$ cat src/rtl/spi_slave_gen_if.sv
// SPI slave bus bundle: serial pins, RAM read-data return path and the
// received-frame/status outputs to the RAM controller.
interface spi_slave_gen_if #(
   parameter int DATA_W = 8
);
   localparam int FRAME_W = DATA_W + 2;

   logic               SS_n;
   logic               MOSI;
   logic               MISO;
   logic [DATA_W-1:0]  tx_data;
   logic               tx_valid;
   logic [FRAME_W-1:0] rx_data;
   logic               rx_valid;
   logic               frame_err;
   logic               rd_pending;

   modport slave (
      input  SS_n, MOSI, tx_data, tx_valid,
      output MISO, rx_data, rx_valid, frame_err, rd_pending
   );

   modport master (
      output SS_n, MOSI, tx_data, tx_valid,
      input  MISO, rx_data, rx_valid, frame_err, rd_pending
   );
endinterface

$ cat src/rtl/spi_slave_gen.sv
// SPI slave for the single-port RAM: 2-bit command + DATA_W payload frames in,
// RAM read data out on MISO, with command checking, abort and read-data timeout.
//
// state     | meaning
// ----------+-------------------------------------------------------------
// IDLE      | SS_n high, waiting for a frame
// CHK_CMD   | sample cmd[1], pick write / read-address / read-data path
// WRITE     | shifting a write frame (cmd 00 or 01)
// READ_ADD  | shifting a read-address frame (cmd 10)
// READ_DATA | shifting a read-data frame (cmd 11)
// WAIT_TX   | waiting up to TX_TIMEOUT cycles for tx_valid
// SEND      | serialising latched tx_data on MISO, MSB first
// DONE      | frame complete, ignoring MOSI until SS_n rises
module spi_slave_gen #(
   parameter int DATA_W     = 8,
   parameter int TX_TIMEOUT = 16
) (
   input  logic            clk,
   input  logic            rst_n,
   spi_slave_gen_if.slave  bus
);
   localparam int FRAME_W = DATA_W + 2;
   localparam int CNT_W   = $clog2(FRAME_W + 1);
   localparam int WAIT_W  = $clog2(TX_TIMEOUT + 1);

   localparam logic [CNT_W-1:0]  LAST_BIT  = CNT_W'(FRAME_W - 1);
   localparam logic [CNT_W-1:0]  SEND_BITS = CNT_W'(DATA_W);
   localparam logic [WAIT_W-1:0] WAIT_LAST = WAIT_W'(TX_TIMEOUT - 1);

   typedef enum logic [2:0] {
      IDLE, CHK_CMD, WRITE, READ_ADD, READ_DATA, WAIT_TX, SEND, DONE
   } state_t;

   state_t             state_q, state_d;
   logic [CNT_W-1:0]   bit_cnt_q, bit_cnt_d;
   logic [WAIT_W-1:0]  wait_cnt_q, wait_cnt_d;
   logic [FRAME_W-1:0] shift_q, shift_d;
   logic [DATA_W-1:0]  tx_shift_q, tx_shift_d;
   logic [FRAME_W-1:0] rx_data_q, rx_data_d;
   logic               miso_q, miso_d;
   logic               rx_valid_q, rx_valid_d;
   logic               frame_err_q, frame_err_d;
   logic               rd_pending_q, rd_pending_d;
   logic [FRAME_W-1:0] frame;
   logic [1:0]         cmd;
   logic               cmd_ok;
   logic               shifting;

   assign frame = {shift_q[FRAME_W-2:0], bus.MOSI};
   assign cmd   = frame[FRAME_W-1:FRAME_W-2];
   assign shifting = (state_q == CHK_CMD) || (state_q == WRITE) ||
                     (state_q == READ_ADD) || (state_q == READ_DATA);

   always_comb begin
      cmd_ok = 1'b0;
      case (state_q)
         WRITE:     cmd_ok = (cmd[1] == 1'b0);
         READ_ADD:  cmd_ok = (cmd == 2'b10);
         READ_DATA: cmd_ok = (cmd == 2'b11);
         default:   cmd_ok = 1'b0;
      endcase
   end

   always_comb begin
      state_d      = state_q;
      bit_cnt_d    = bit_cnt_q;
      wait_cnt_d   = wait_cnt_q;
      shift_d      = shift_q;
      tx_shift_d   = tx_shift_q;
      rx_data_d    = rx_data_q;
      miso_d       = 1'b0;
      rx_valid_d   = 1'b0;
      frame_err_d  = 1'b0;
      rd_pending_d = rd_pending_q;

      // SS_n release outranks everything, including the last-bit edge
      if (state_q != IDLE && bus.SS_n) begin
         state_d     = IDLE;
         bit_cnt_d   = '0;
         wait_cnt_d  = '0;
         frame_err_d = shifting;
      end else begin
         case (state_q)
            IDLE: begin
               if (!bus.SS_n) begin
                  state_d   = CHK_CMD;
                  bit_cnt_d = '0;
               end
            end
            CHK_CMD: begin
               shift_d   = frame;
               bit_cnt_d = CNT_W'(1);
               if (!bus.MOSI)         state_d = WRITE;
               else if (rd_pending_q) state_d = READ_DATA;
               else                   state_d = READ_ADD;
            end
            WRITE, READ_ADD, READ_DATA: begin
               shift_d = frame;
               if (bit_cnt_q == LAST_BIT) begin
                  bit_cnt_d = '0;
                  state_d   = DONE;
                  if (cmd_ok) begin
                     rx_data_d  = frame;
                     rx_valid_d = 1'b1;
                     if (state_q == READ_ADD) rd_pending_d = 1'b1;
                     if (state_q == READ_DATA) begin
                        state_d    = WAIT_TX;
                        wait_cnt_d = '0;
                     end
                  end else begin
                     frame_err_d = 1'b1;
                  end
               end else begin
                  bit_cnt_d = bit_cnt_q + 1'b1;
               end
            end
            WAIT_TX: begin
               if (bus.tx_valid) begin
                  tx_shift_d = bus.tx_data << 1;
                  miso_d     = bus.tx_data[DATA_W-1];
                  bit_cnt_d  = CNT_W'(1);
                  wait_cnt_d = '0;
                  state_d    = SEND;
               end else if (wait_cnt_q == WAIT_LAST) begin
                  // rd_pending stays set so the master can retry the read
                  frame_err_d = 1'b1;
                  wait_cnt_d  = '0;
                  state_d     = DONE;
               end else begin
                  wait_cnt_d = wait_cnt_q + 1'b1;
               end
            end
            SEND: begin
               if (bit_cnt_q == SEND_BITS) begin
                  rd_pending_d = 1'b0;
                  bit_cnt_d    = '0;
                  state_d      = DONE;
               end else begin
                  miso_d     = tx_shift_q[DATA_W-1];
                  tx_shift_d = tx_shift_q << 1;
                  bit_cnt_d  = bit_cnt_q + 1'b1;
               end
            end
            DONE: begin
               state_d = DONE;
            end
            default: state_d = IDLE;
         endcase
      end
   end

   always_ff @(posedge clk or negedge rst_n) begin
      if (!rst_n) begin
         state_q      <= IDLE;
         bit_cnt_q    <= '0;
         wait_cnt_q   <= '0;
         shift_q      <= '0;
         tx_shift_q   <= '0;
         rx_data_q    <= '0;
         miso_q       <= 1'b0;
         rx_valid_q   <= 1'b0;
         frame_err_q  <= 1'b0;
         rd_pending_q <= 1'b0;
      end else begin
         state_q      <= state_d;
         bit_cnt_q    <= bit_cnt_d;
         wait_cnt_q   <= wait_cnt_d;
         shift_q      <= shift_d;
         tx_shift_q   <= tx_shift_d;
         rx_data_q    <= rx_data_d;
         miso_q       <= miso_d;
         rx_valid_q   <= rx_valid_d;
         frame_err_q  <= frame_err_d;
         rd_pending_q <= rd_pending_d;
      end
   end

   assign bus.MISO       = miso_q;
   assign bus.rx_data    = rx_data_q;
   assign bus.rx_valid   = rx_valid_q;
   assign bus.frame_err  = frame_err_q;
   assign bus.rd_pending = rd_pending_q;
endmodule

$ cat src/flat_wrapper.sv
// flat-port wrapper written by rule: the top's interface ports become plain ports
module spi_slave_gen_flat 
#(
   parameter int DATA_W     = 8,
   parameter int TX_TIMEOUT = 16
)
  (clk, rst_n, bus_SS_n, bus_MOSI, bus_tx_data, bus_tx_valid, bus_MISO, bus_rx_data, bus_rx_valid, bus_frame_err, bus_rd_pending);
  spi_slave_gen_if #(.DATA_W(DATA_W)) bus_i ();
  input  logic clk;
  input  logic rst_n;
  input wire logic [$bits(bus_i.SS_n)-1:0] bus_SS_n;
  input wire logic [$bits(bus_i.MOSI)-1:0] bus_MOSI;
  input wire logic [$bits(bus_i.tx_data)-1:0] bus_tx_data;
  input wire logic [$bits(bus_i.tx_valid)-1:0] bus_tx_valid;
  output wire logic [$bits(bus_i.MISO)-1:0] bus_MISO;
  output wire logic [$bits(bus_i.rx_data)-1:0] bus_rx_data;
  output wire logic [$bits(bus_i.rx_valid)-1:0] bus_rx_valid;
  output wire logic [$bits(bus_i.frame_err)-1:0] bus_frame_err;
  output wire logic [$bits(bus_i.rd_pending)-1:0] bus_rd_pending;
  assign bus_i.SS_n = bus_SS_n;
  assign bus_i.MOSI = bus_MOSI;
  assign bus_i.tx_data = bus_tx_data;
  assign bus_i.tx_valid = bus_tx_valid;
  assign bus_MISO = bus_i.MISO;
  assign bus_rx_data = bus_i.rx_data;
  assign bus_rx_valid = bus_i.rx_valid;
  assign bus_frame_err = bus_i.frame_err;
  assign bus_rd_pending = bus_i.rd_pending;
  spi_slave_gen #(.DATA_W(DATA_W), .TX_TIMEOUT(TX_TIMEOUT)) u_core (.clk(clk), .rst_n(rst_n), .bus(bus_i));
endmodule
$ cat config.mk
export PLATFORM = sky130hd
export DESIGN_NAME = spi_slave_gen_flat
export DESIGN_NICKNAME = d
export VERILOG_FILES = /design/src/rtl/spi_slave_gen_if.sv /design/src/rtl/spi_slave_gen.sv /design/src/flat_wrapper.sv
export SDC_FILE = /design/constraint.sdc
export NUM_CORES = 1
export LEC_CHECK = 0
export CAP_MARGIN = 20
export CORE_ASPECT_RATIO = 1.5
export CORE_MARGIN = 1.5
export CORE_UTILIZATION = 30
export CTS_CLUSTER_DIAMETER = 80
export CTS_CLUSTER_SIZE = 25
export DETAILED_ROUTE_END_ITERATION = 6
export GPL_ROUTABILITY_DRIVEN = 0
export PLACE_DENSITY = 0.58
export SYNTH_ARGS = -nofsm -noshare
export SYNTH_HDL_FRONTEND = slang
export SYNTH_SLANG_ARGS = --single-unit
export TNS_END_PERCENT = 1
$ cat constraint.sdc
create_clock -name clk -period 1.8 [get_ports clk]
set_input_delay 0.36 -clock clk [delete_from_list [all_inputs] [get_ports clk]]
set_output_delay 0.36 -clock clk [all_outputs]
set_load 0.03 [all_outputs]
* Yosys cells after proc, flatten, opt, wreduce, memory -nomap -nowiden *
Cells that the tools add are included.

storage, ports and cells
  register bits = 43
  bits of input ports = 13
  output and inout bits = 14
  word-level logic and storage cells = 105

cells by class
  $add $sub $neg = 2
  equal/unequal tests = 25
  multiplexer cells = 47
  bitwise gates (word level) = 2
  reduce and logical (&&, ||, !) cells = 19

operators with widths
  cell                                                             number
  5-bit two-way mux                                                6
  3-bit two-way mux                                                9
  4-bit two-way mux                                                5
  4-bit case mux with 5 select lines                               1
  3-bit case mux with 6 select lines                               1
  1-bit two-way mux                                                16
  8-bit two-way mux                                                2
  8-bit case mux with 2 select lines                               1
  4-bit AND reduction                                              4
  3-bit == test, second input constant                             4
  3-bit by 1-bit != test with 1-bit output, second input constant  4
  5-bit case mux with 2 select lines                               1
  4-bit == test, second input constant                             2
  2-bit by 1-bit != test with 1-bit output, second input constant  4
  3-bit by 2-bit == test with 1-bit output, second input constant  2
  3-bit by 2-bit != test with 1-bit output, second input constant  2
  1-bit case mux with 2 select lines                               3
  6-bit AND reduction                                              1
  3-bit nonzero test                                               2
  6-bit nonzero test                                               1
  5-bit by 1-bit adder with 5-bit output, second input constant    1
  5-bit by 4-bit == test with 1-bit output, second input constant  1
  4-bit by 1-bit adder with 4-bit output, second input constant    1
  2-bit == test, second input constant                             2
  14 further kinds                                                 19

* Longest topological paths before layout *
Gate-level depths: netlist of run 1.

  depth in word-level cells = 6
  gate-level depth with buffers = 8
  depth with buffers taken out = 7

* Worst setup path after synthesis of run 1 *
Ideal clock, no wire load.

  path type = reg-to-reg
  start = register u_core.state_q[2]
  end = register u_core.rx_data_q[0] (netlist: u_core.bus.rx_data[0])
  library setup time = 125 ps
  data arrival time = 1543 ps
  required time = 1675 ps
  slack = 132 ps
  cell stages (with the launch flop) = 7
  buffers on the path = 2
  clock period less this slack = 1668 ps
  path through = dfrtp_1 > buf_2 > and2b_2 > nand2_1 > a211oi_2 > buf_6 > mux2_4

on the way
  word-level cells in the longest chain between the ends = 4
  elaborated cells between the ends (all ways) = 9
  classes of those cells = eq/ne: 3; mux: 1; bitwise: 1; reduce/logical: 4

RTL lines
  element                                                line                  source
  from (decl)                                            spi_slave_gen.sv:34   state_t state_q, state_d;
  from (signal assigned)                                 spi_slave_gen.sv:165  state_q <= state_d;
  branches (longest 3 deep; another with 3-bit == test)  n/a
  4-bit AND reduction (no line) *                        n/a
  to (signal assigned)                                   spi_slave_gen.sv:170  rx_data_q <= rx_data_d;
  to (decl)                                              spi_slave_gen.sv:39   logic [FRAME_W-1:0] rx_data_q, rx_data_d;

Mark *: on every way between the ends.
A chain may end at the register's enable or synchronous reset.

* Worst setup path in the final report of run 1 *
  start = register u_core.shift_q[7]
  end = register u_core.rx_data_q[1] (netlist: u_core.bus.rx_data[1])

on the way
  word-level cells in the longest chain between the ends = 3
  elaborated cells between the ends (all ways) = 4
  classes of those cells = eq/ne: 2; mux: 1; reduce/logical: 1

RTL lines
  element                               line                                      source
  from (decl)                           spi_slave_gen.sv:37                       logic [FRAME_W-1:0] shift_q, shift_d;
  from (signal assigned)                spi_slave_gen.sv:168                      shift_q <= shift_d;
  2-bit == test (on tied branches)      spi_slave_gen.sv:59, spi_slave_gen.sv:58
  1-bit case mux with 3 select lines *  spi_slave_gen.sv:56                       case (state_q)
  4-bit AND reduction (no line) *       n/a

Mark *: on every way between the ends. The rest lies on a longest branch, timed or not.

==> impl_metrics.json, run 1 <==
{
  "status": "completed",
  "cp_max_fo": 11,
  "cts_tree": "done",
  "most-common-layout-cells": "42 x dfrtp_1, 24 x clkdlybuf4s50_1, 23 x buf_4",
  "final_max_slew_viol_count": 0,
  "dpl.hpwl_mm": 3.15,
  "worst_ep_required_time_ns": 2.00,
  "dieArea_mm2": 0.00760,
  "postSynthCellCount": 186,
  "endpoint_kind": "register",
  "wl_per_cell_um": 13.9,
  "ctsHtreeMaxLevel": 2,
  "cts_buffers": 5,
  "yosysTopAreaCell": "dfrtp_1",
  "ios": 27,
  "irDropWorstVdd_mv": 0.652,
  "cpPeakStageDelay_ns": 0.38,
  "vias": 1530,
  "clockRootBuffer": "clkbuf_8",
  "fin_util": 0.401,
  "remaining_drc_errors": 0,
  "firstDrtPassIters": 6,
  "tns_ns": 0,
  "yosys.area.top_type_share": 0.495,
  "grt_usage": 0.126,
  "path_cells": "nand2b_1 -> mux2i_1 -> nand2_1 -> a211oi_2 -> buf_12 -> mux2_2",
  "ys_warn_count": 0,
  "p_leak_uw": 0.00128,
  "final_common_cell": "dfrtp_1",
  "ys_ff_latch": 42,
  "finalSetupViolCount": 0,
  "vias_per_cell": 4.86,
  "min_period_ns": 1.73,
  "p_per_area_mw_per_mm2": 1240,
  "fmax_ghz": 0.578,
  "synth_flop_cell": "dfrtp_1",
  "ys_seq_area_frac": 0.495,
  "post_dp_cell_area_mm2": 0.00265,
  "clock_latency_ns": 0.30,
  "ys_async_sr_fraction": 1.00,
  "slew_headroom": 0.646,
  "path_class": "reg -> reg",
  "start_util": 0.310,
  "fill_cells": 689,
  "clk_path_buf_depth": 2,
  "synthTopCellsByArea": "dfrtp_1 49%, mux2_4 6.4%, mux2_2 5.3%",
  "synth_area_mm2": 0.00212,
  "final_nets": 253,
  "antenna_found_initial": 0,
  "crit_arrival_ns": 1.93,
  "final_hold_viol_count": 0,
  "drtAntennaViolNets": 0,
  "grt_pass1_vias": 1674,
  "hold_class": "in -> async",
  "core_area_mm2": 0.00685,
  "syn_nets": 203,
  "area_growth_pct": 29.5,
  "drive_above_1_share": 0.262,
  "drt_iter0_markers": 59,
  "startpoint_type": "register",
  "whs_ns": 0.118,
  "worst_pin_slew_ns": 0.531,
  "routed_wl_mm": 4.38,
  "synth_area_per_cell_um2": 11.4,
  "die_w_um": 71.7,
  "grt_pass1_wl_mm": 7.74,
  "grt_max_degree": 43,
  "cts.sinks": 42,
  "rows": 37,
  "clk_pin_slew_ns": 0.09,
  "period_share": 0.962,
  "synth.distinct_cells": 45,
  "portBuffers": 26,
  "slowest_stage": "dfrtp_1",
  "max_cap_viol_count": 0,
  "antenna_cells": 0,
  "p_total_uw": 3420,
  "rsz0062_at_grt": "no",
  "dieHeight_um": 106,
  "finalClockSkew_ns": 0.00544,
  "synth_edf_count": 0,
  "design_area_mm2": 0.00275,
  "overflow": 0
}
## repair_timing
action                     CTS  global route
setup endpoints to repair    0             3
resized for setup            0             3
setup buffers                0             0
hold buffers                 0             0
## power breakdown
part | switching [uW] | total, uW | internal (uW)
logic | 693 | 1410 | 719
registers | 166 | 1340 | 1180
clock network | 376 | 664 | 288
## synthesized netlist by cell type (all sizes together) (5+ instances only)
library cell  number
nand3b             5
dfrtp             42
o21ai             11
nor2              11
mux2              19
nand2             19
mux2i              7
buf                8
nand3              5
a21o               5
## layout make-up
type / count / area, um^2 / share of cell area
sequential: 42 / 1050 / 0.382
clock inverter: 3 / 26.3 / 0.00956
multi-input combinational: 131 / 1010 / 0.367
timing repair buffer: 52 / 482 / 0.175
clock buffer: 5 / 68.8 / 0.0250
inverter: 4 / 15.0 / 0.00546
tap: 78 / 97.6 / 0.0355
## worst paths after layout
check	to	depth (start not counted)	from	slack, ns
max reg2reg	u_core.bus.rx_data[1]	6	u_core.shift_q[7]	0.07
min reg2reg	u_core.tx_shift_q[6]	2	u_core.tx_shift_q[6]	0.49
max in group asynchronous	u_core.bit_cnt_q[2]	2	rst_n	1.32
max	u_core.bus.rx_data[1]	6	u_core.shift_q[7]	0.07
min	u_core.bus.rx_data[4]	2	rst_n	0.12
min in group clk	u_core.tx_shift_q[6]	2	u_core.tx_shift_q[6]	0.49
## registers in the layout, summed over array words and instances, names as in the netlist
name and cells:
u_core.bus.rx_valid 1, u_core.tx_shift_q 7, u_core.shift_q 9, u_core.bus.frame_err 1, u_core.bus.rd_pending 1, u_core.state_q 3, u_core.wait_cnt_q 5, u_core.bit_cnt_q 4
u_core.bus.MISO 1, u_core.bus.rx_data 10
## worst max-delay path: cells and delay by family (launching register included)
kind,cells,cell delay [ns]
simple gates,2,0.27
compound gates,1,0.30
buf+inv,1,0.19
flops,1,0.38
mux,2,0.48
## layer usage
| metal | GRT usage | part of all wire | vias up |
|---|---|---|---|
| met5 | 0 | 0 | - |
| met4 | 0.0499 | 0.020 | 0 |
| met3 | 0.0256 | 0.026 | 6 |
| met2 | 0.214 | 0.52 | 23 |
| met1 | 0.153 | 0.43 | 734 |
| li1 | - | - | 767 |
## through the flow
step	setup slack [ns]	cells
final	0.0687	315
after global routing	0.0201	315
after CTS	0.00188	315
after detailed placement	-0.104	307
after global placement	-0.0958	307
after floorplan	0.132	186
## cells by family (layout without fill, tap and decap cells)
group / count (synthesis) / count (layout) / share of synthesized area
AO/OA/AOI/OAI: 41 / 41 / 0.138
XOR/XNOR: 5 / 5 / 0.0206
adder cells (fa/ha/maj): 4 / 4 / 0.0236
buffers and inverters: 13 / 64 / 0.0300
flip-flops: 42 / 42 / 0.495
multiplexers: 26 / 26 / 0.150
AND/OR/NAND/NOR: 55 / 55 / 0.143
(Power assumes the default switching activity.)
==> inputs of run 2 (changes only) <==
- CORE_UTILIZATION: 30 -> 59
- PLACE_DENSITY: 0.58 -> 0.92
- clock period: 1.8 -> 2.1 ns (I/O delays scaled with it)
==> run 2 against run 1 <==
Power is 19% lower. Via count up 5.4%. Sequential cell count unchanged. Final area shrank 6.9%.
==> impl_metrics.json, run 2 (synthesis results as in run 1) <==
{
  "cts_setup_buffers": 0,
  "worst_pin_slew_ns": 0.509,
  "portBuffers": 26,
  "startpoint_type": "register",
  "grt_max_degree": 43,
  "final_hold_viol_count": 0,
  "cp_max_fo": 8,
  "worstRegToRegCells": 5,
  "dieArea_mm2": 0.00397,
  "rows": 26,
  "ctsHtreeMaxLevel": 2,
  "vias_per_cell": 6.11,
  "cts.sinks": 42,
  "endpoint_kind": "register",
  "drive_above_1_share": 0.212,
  "remaining_drc_errors": 0,
  "final_common_cell": "dfrtp_1",
  "vias": 1612,
  "design_area_mm2": 0.00256,
  "period_share": 0.933,
  "max_cap_viol_count": 0,
  "antenna_cells": 0,
  "most-common-layout-cells": "42 x dfrtp_1, 25 x clkdlybuf4s50_1, 19 x nand2_1",
  "multi_input_comb_area_mm2": 0.00101,
  "min_period_ns": 1.96,
  "largest_register_ffs": 10,
  "firstDrtPassIters": 5,
  "ios": 27,
  "clk_path_buf_depth": 2,
  "grt_pass1_wl_mm": 8.07,
  "clk_pin_slew_ns": 0.08,
  "r2r-end": "u_core.bus.rx_data[4]",
  "final_nets": 238,
  "area_growth_pct": 20.6,
  "cts_tree": "done",
  "drtAntennaViolNets": 0,
  "dieHeight_um": 76.5,
  "rsz0062_at_grt": "no",
  "start_util": 0.622,
  "worst_ep_required_time_ns": 2.28,
  "die_w_um": 52.0,
  "fmax_ghz": 0.511,
  "fill_cells": 214,
  "hold_class": "in -> async",
  "finalClockSkew_ns": 0.00845,
  "fin_util": 0.749,
  "clock_latency_ns": 0.30,
  "tns_ns": 0,
  "grt_pass1_vias": 1699,
  "finalSetupViolCount": 0,
  "clockRootBuffer": "clkbuf_8",
  "p_leak_uw": 0.00119,
  "path_class": "reg -> reg",
  "core_area_mm2": 0.00342,
  "register_area_mm2": 0.00105,
  "post_cts_resize_count": 0,
  "antenna_found_initial": 0,
  "slew_headroom": 0.657,
  "ctsHoldBuffers": 0,
  "r2r_start": "u_core.bit_cnt_q[0]",
  "crit_arrival_ns": 2.14,
  "wl_per_cell_um": 18.2,
  "status": "completed",
  "dpl.hpwl_mm": 3.40,
  "cts_buffers": 5,
  "drt_iter0_markers": 106,
  "regToRegSetupSlack_ns": 0.14,
  "grt_usage": 0.276,
  "p_per_area_mw_per_mm2": 1090,
  "overflow": 0,
  "post_dp_cell_area_mm2": 0.00246,
  "final_max_slew_viol_count": 0,
  "irDropWorstVdd_mv": 0.880,
  "routed_wl_mm": 4.81
}
-- run 2: cell types whose count changed in the layout (fill, tap and decap cells not counted), sizes merged --
cell           before  now
clkbuf              5    6
clkdlybuf4s50      24   25
buf                27   12
clkinvlp            0    1
clkinv              0    1
inv                 7    4
dlymetal6s2s        1    0
-- run 2: how the worst max path moves through the flow --
stage / start / endpoint / slack (ns) / depth (start not counted)
3_3_place_gp: bus_SS_n / u_core.bus.rx_data[4] / 0.16 / 4
6_report: u_core.bit_cnt_q[0] / u_core.bus.rx_data[4] / 0.14 / 5
5_1_grt: u_core.bit_cnt_q[1] / u_core.bus.rx_data[4] / 0.06 / 6
2_1_floorplan: u_core.state_q[2] / u_core.bus.rx_data[0] / 0.43 / 6
4_1_cts: u_core.bit_cnt_q[0] / u_core.bus.rx_data[4] / 0.19 / 5
3_5_place_dp: bus_SS_n / u_core.bit_cnt_q[0] / 0.07 / 7
-- run 2: critical path, cell delays in order, from the launching register on --
cell and delay [ns]:
dfrtp_1 0.49, ha_1 0.20, nand3b_1 0.27, a211oi_2 0.31, buf_4 0.25, mux2_4 0.32
-- run 2: layout make-up --
class                   count  area share
flip-flops and latches     42       0.411
inverters                   4     0.00587
multi-input cells         131       0.394
clock buffers               6      0.0323
repair buffers             37       0.132
well taps                  42      0.0205
clock inverters             2     0.00489
-- run 2: layer usage --
layer  GRT usage  vias to the layer above  wire, um
met1       0.309                      778      1740
li1            -                      734         -
met4       0.150                        0       172
met3      0.0627                       16       300
met2       0.467                       84      2600
met5           0                        -         0
-- run 2: metrics by stage --
step | hold slack [ns] | setup WS [ns] | std cells | total power, uW
after floorplan | 0.124 | 0.432 | 186 | 1900
after global placement | 0.466 | 0.156 | 256 | 2110
after detailed placement | 0.475 | 0.0689 | 256 | 2220
after CTS | 0.198 | 0.186 | 264 | 2760
after global routing | 0.225 | 0.0605 | 264 | 2930
final | 0.191 | 0.142 | 264 | 2780
-- run 2: power breakdown --
group / leakage, uW / internal, uW / total [uW] / switching (uW)
Sequential: 0.000553 / 1010 / 1200 / 194
Combinational: 0.000587 / 459 / 1040 / 582
Clock: 0.0000472 / 264 / 536 / 272
Total: 0.00119 / 1730 / 2780 / 1050
==> inputs of run 3 (changes only) <==
- CORE_ASPECT_RATIO: 1.5 -> default
==> run 3 against run 2 <==
Die area is 0.18% lower. Sequential cell count is the same. Register-to-register slack improved by 0.098 ns. Sequential share of layout area rose by 0.63 points. Largest power group unchanged. Combinational power barely moved. Largest cell class unchanged. Cell count increased by 1.1%. Utilization is 0.56 points lower. Non-clock buffer count fell by 1. Power shrank 6.5%. Clock-buffer cell count shrank 1. Wire length down 9.6%.
==> impl_metrics.json, run 3 (synthesis results as in run 1) <==
{
  "dieArea_mm2": 0.00397,
  "path_buf_inv": 1,
  "final_common_cell": "dfrtp_1",
  "final_hold_viol_count": 0,
  "finalSetupViolCount": 0,
  "path_cells": "clkdlybuf4s50_1",
  "wl_per_cell_um": 16.3,
  "busiest_layer": "met2",
  "firstDrtPassIters": 4,
  "ctsHoldBuffers": 0,
  "worst_pin_slew_ns": 0.521,
  "cp_max_fo": 5,
  "p_per_area_mw_per_mm2": 1030,
  "remaining_drc_errors": 0,
  "dpl.hpwl_mm": 3.17,
  "met2_usage": 0.416,
  "endpoint_kind": "output port",
  "power_frac_seq": 0.452,
  "grt_usage": 0.242,
  "fmax_ghz": 0.520,
  "drtAntennaViolNets": 0,
  "grt_max_degree": 43,
  "vias": 1552,
  "cpPeakStageDelay_ns": 0.70,
  "crit_arrival_ns": 1.50,
  "max_cap_viol_count": 0,
  "antenna_cells": 0,
  "place_inst": 259,
  "min_period_ns": 1.92,
  "p_int_uw": 1600,
  "cts_tree": "done",
  "rsz0062_at_grt": "no",
  "comb_power_share": 0.393,
  "final_nets": 237,
  "most-common-layout-cells": "42 x dfrtp_1, 25 x clkdlybuf4s50_1, 19 x nand2_1",
  "clockRootBuffer": "clkbuf_4",
  "slowest_stage": "clkdlybuf4s50_1",
  "final-instance-count-excl-fill": 267,
  "vias_per_cell": 5.81,
  "whs_ns": 0.0869,
  "routed_wl_mm": 4.35,
  "largest_register_ffs": 10,
  "cp_top_family": "buffers and inverters",
  "dieHeight_um": 63.0,
  "cts.sinks": 42,
  "use_met1": 0.304,
  "fill_cells": 223,
  "core_area_mm2": 0.00339,
  "multi_input_comb_area_mm2": 0.00101,
  "ctsHtreeMaxLevel": 2,
  "rows": 21,
  "clockPowerShare": 0.155,
  "irDropWorstVdd_mv": 0.755,
  "die_w_um": 63.0,
  "period_share": 0.916,
  "cts_setup_buffers": 0,
  "portBuffers": 26,
  "status": "completed",
  "p_leak_uw": 0.00117,
  "finalClockSkew_ns": 0.0142,
  "grt_pass1_wl_mm": 7.50,
  "start_util": 0.626,
  "use_met3": 0.0432,
  "clk_pin_slew_ns": 0.13,
  "switching_power_uw": 1000,
  "overflow": 0,
  "ios": 27,
  "clock_latency_ns": 0.36,
  "p_sw_frac": 0.386,
  "path_class": "reg -> out",
  "drt_iter0_markers": 74,
  "cts_buffers": 5,
  "hold_class": "in -> async",
  "worst_ep_required_time_ns": 1.68,
  "fin_util": 0.744,
  "slew_headroom": 0.653,
  "startpoint_type": "register",
  "drive_above_1_share": 0.208,
  "register_area_mm2": 0.00105,
  "grt_pass1_vias": 1633,
  "clk_path_buf_depth": 2,
  "tns_ns": 0,
  "final_max_slew_viol_count": 0,
  "area_growth_pct": 18.7,
  "antenna_found_initial": 0,
  "post_cts_resize_count": 0
}
-- run 3: cell types whose count changed in the layout (fill, tap and decap cells not counted) --
cell and delta:
clkbuf_8 -6, clkbuf_4 +5, buf_4 -1, clkinv_4 +1
-- run 3: worst reg2reg max path, stage by stage, from the launching register on --
cell,delay [ns]
dfrtp_1,0.47
nand2b_1,0.21
mux2i_1,0.15
nand2_1,0.09
a211oi_2,0.21
buf_4,0.26
mux2_2,0.36
-- run 3: final timing paths --
path,start,to,slack [ns],cells past startpoint
setup / recovery,u_core.bus.rd_pending,bus_rd_pending,0.18,1
hold / removal,rst_n,u_core.bus.rx_valid,0.09,2
setup reg to reg,u_core.shift_q[7],u_core.bus.rx_data[1],0.24,6
hold reg to reg,u_core.tx_shift_q[2],u_core.tx_shift_q[2],0.50,2
max in group asynchronous,rst_n,u_core.bus.rx_data[3],1.63,2
min in group clk,u_core.tx_shift_q[2],u_core.tx_shift_q[2],0.50,2
-- run 3: power groups by stage --
stage / clock [uW] / sequential, uW / combinational [uW]
CTS: 410 / 1180 / 1020
finish: 403 / 1180 / 1020
global route: 440 / 1210 / 1130
global placement: 0 / 1170 / 940
floorplan: 0 / 1160 / 747
detailed placement: 0 / 1190 / 1020
-- run 3: cell type report --
| cell class | instances | area share |
|---|---|---|
| clock buffers | 5 | 0.0149 |
| clock inverters | 3 | 0.00844 |
| inverters | 4 | 0.00596 |
| multi-input cells | 131 | 0.400 |
| flip-flops and latches | 42 | 0.417 |
| well taps | 46 | 0.0228 |
| repair buffers | 36 | 0.131 |
-- run 3: per-stage QoR --
step	area, um^2	setup WS (ns)	total power, uW
3_5_place_dp	2460	0.127	2210
5_1_grt	2520	0.113	2780
6_report	2520	0.176	2600
2_1_floorplan	2120	0.432	1900
3_3_place_gp	2460	0.201	2110
4_1_cts	2520	0.163	2610
-- run 3: metal layers --
layer | wire (um) | share of wire
met1 | 1800 | 0.41
met2 | 2290 | 0.53
met3 | 171 | 0.039
met4 | 91 | 0.021
met5 | 0 | 0
==> RTL change, RTL diff (flow settings as in run 2) <==
`DATA_W` is set to 8 in 3 places; all go to 32.
--- a/src/rtl/spi_slave_gen_if.sv
+++ b/src/rtl/spi_slave_gen_if.sv
@@ -2,5 +2,5 @@
 // received-frame/status outputs to the RAM controller.
 interface spi_slave_gen_if #(
-   parameter int DATA_W = 8
+   parameter int DATA_W = 32
 );
    localparam int FRAME_W = DATA_W + 2;
--- a/src/rtl/spi_slave_gen.sv
+++ b/src/rtl/spi_slave_gen.sv
@@ -13,5 +13,5 @@
 // DONE      | frame complete, ignoring MOSI until SS_n rises
 module spi_slave_gen #(
-   parameter int DATA_W     = 8,
+   parameter int DATA_W     = 32,
    parameter int TX_TIMEOUT = 16
 ) (
--- a/src/flat_wrapper.sv
+++ b/src/flat_wrapper.sv
@@ -2,5 +2,5 @@
 module spi_slave_gen_flat 
 #(
-   parameter int DATA_W     = 8,
+   parameter int DATA_W     = 32,
    parameter int TX_TIMEOUT = 16
 )
Interface: changed (resized bus_rx_data and bus_tx_data); port bits go from 27 to 75. The function was not compared with the original's and may differ.
==> RTL change against run 2 <==
Clock skew up 0.0037 ns; sequential share of layout area rose by 0.60 points; area after synthesis is 140% higher; cell area rose to 2.7 times the old value; synthesized cell count up 120%; via count increased by 130%; setup slack lost 0.11 ns; critical path depth is the same; power increased to 2.7 times the old value; count of clock-buffer cells in the layout up 17; sequential cell count up 74; routed wire length up 140%; critical path type unchanged; largest power group is now clock; highest routed layer unchanged.
==> RTL change: results (changes against run 2) <==
Final layout
  – Data buffer area share: 0.151 (+0.0189)
  – Area of the multi-input gates: 0.00219 mm² (+120%)
  – Fillcell total: 446 (+110%)
  – Bufs w/o clock: 103 (+180%)
  – Fin area: 0.00697 mm² (+170%)
  – Multi-input comb cells: 270 (+110%)
  – Layout clock area frac: 0.0959 (+0.0587)
  – Layout Nets: 556 (+130%)
  – Clock buf count: 23 (+17)
  – Seq/total area: 0.417 (+0.00603)
  – Area Overhead vs Synth: 34.0%
  – Logic inverters: 7 (+3)
  – Max reg flops: 34 (+24)

Clock network
  – Worst-path clk slew: 0.05 ns (-0.03 ns)
  – Htree depth: 4 (+2)
  – CTS Buf Count: 17 (+12)
  – Clock Tree Root: clkbuf_16

Worst setup path
  – Crit path arrival time: 2.35 ns (+0.21 ns)
  – Reg2reg start: u_core.state_q[0]
  – R2R Path End: u_core.bus.rx_data[7]
  – Crit Path Max Fanout: 18 (+10)
  – Reg-to-reg setup timing slack: 0.03 ns (-0.11 ns)

Place
  – Placement Cell Area: 0.00625 mm² (+150%)
  – Port bufs: 74 (+180%)
  – HPWL Detailed: 7380 µm (+120%)

Routing
  – Met3 Routed Length: 544 µm (+81%)
  – Drt pass-1 iters: 4 (-1)
  – Drt total wl: 11,700 µm (+140%)
  – 1st-iter DRT viols: 158 (+49%)
  – Wl on met1: 4510 µm (+160%)

GRT
  – GR Util met2: 0.477 (+0.0101)
  – GRT Total Usage: 0.278 (+0.00128)
  – Met1 usage: 0.311 (+0.00216)
  – Global-route wire length before repair: 19,600 µm (+140%)
  – Vias in the first global route: 3,959 (+130%)
  – GR Util met3: 0.0876 (+0.0249)
  – Largest net degree at the start of global routing: 63 (+47%)

Power and ir drop
  – Clock power frac: 0.435 (+0.242)
  – Leak: 0.00349 µW (+190%)
  – Worst vdd ir: 777 µV (-12%)
  – Seq power: 3060 µW (+160%)
  – NetSw: 1840 µW (+76%)
  – P_clk: 3210 µW (+500%)

Timing
  – Tightest Pin Transition: 0.603 ns (+0.0942 ns)
  – Clock Skew: 0.0122 ns (+0.00371 ns)
  – Hold WS: 0.0128 ns (-0.178 ns)

Synthesis
  – Syn nets: 458 (+130%)
  – Synth top area cells: dfrtp_1 56%, mux2_4 8.4%, mux2_2 8.2%
  – Post-synthesis mux area share: 0.224 (+0.0740)
  – Post-synth cell types: 49 (+8.9%)
  – Seq cells post-synth: 116 (+180%)
  – Sequential area share after synthesis: 0.558 (+0.0631)
  – Post-synth top cells: 116 x dfrtp_1, 41 x nand2_1, 40 x o21ai_0
  – Post-synthesis compound-gate area fraction: 0.0751 (-0.0628)
  – Adder-cell share of the synthesized area: 0.00962 (-0.0139)

Outcome
  – Run status: completed
RTL change: cell types whose count changed in the layout (fill, tap and decap cells not counted), sizes merged, moves of 4 or more:
cell and delta:
a21o -4, a21oi +9, buf +18, bufinv +5, clkbuf +17, clkdlybuf4s50 +48
dfrtp +74, mux2 +48, mux2i +23, nand2 +22, nand2b +4, nor3 +4
o21ai +30
RTL change: worst max-delay path: stages (launching register included):
cell	delay (ns)
dfrtp_1	0.41
or3b_4	0.42
and2_1	0.17
or3_4	0.42
buf_12	0.19
mux2_4	0.31
RTL change: repair_timing:
action,4_1_cts,5_1_grt
resized for setup,3,3
endpoints found under the setup margin,34,32
cloned,1,0
RTL change: through the flow:
step | cells | setup TNS [ns] | setup WS [ns]
after detailed placement | 602 | -2.23 | -0.0814
final | 634 | 0 | 0.0339
after global routing | 634 | 0 | 0.00589
after global placement | 602 | -0.638 | -0.0233
after CTS | 634 | 0 | 0.0621
after floorplan | 417 | -1.59 | -0.0558
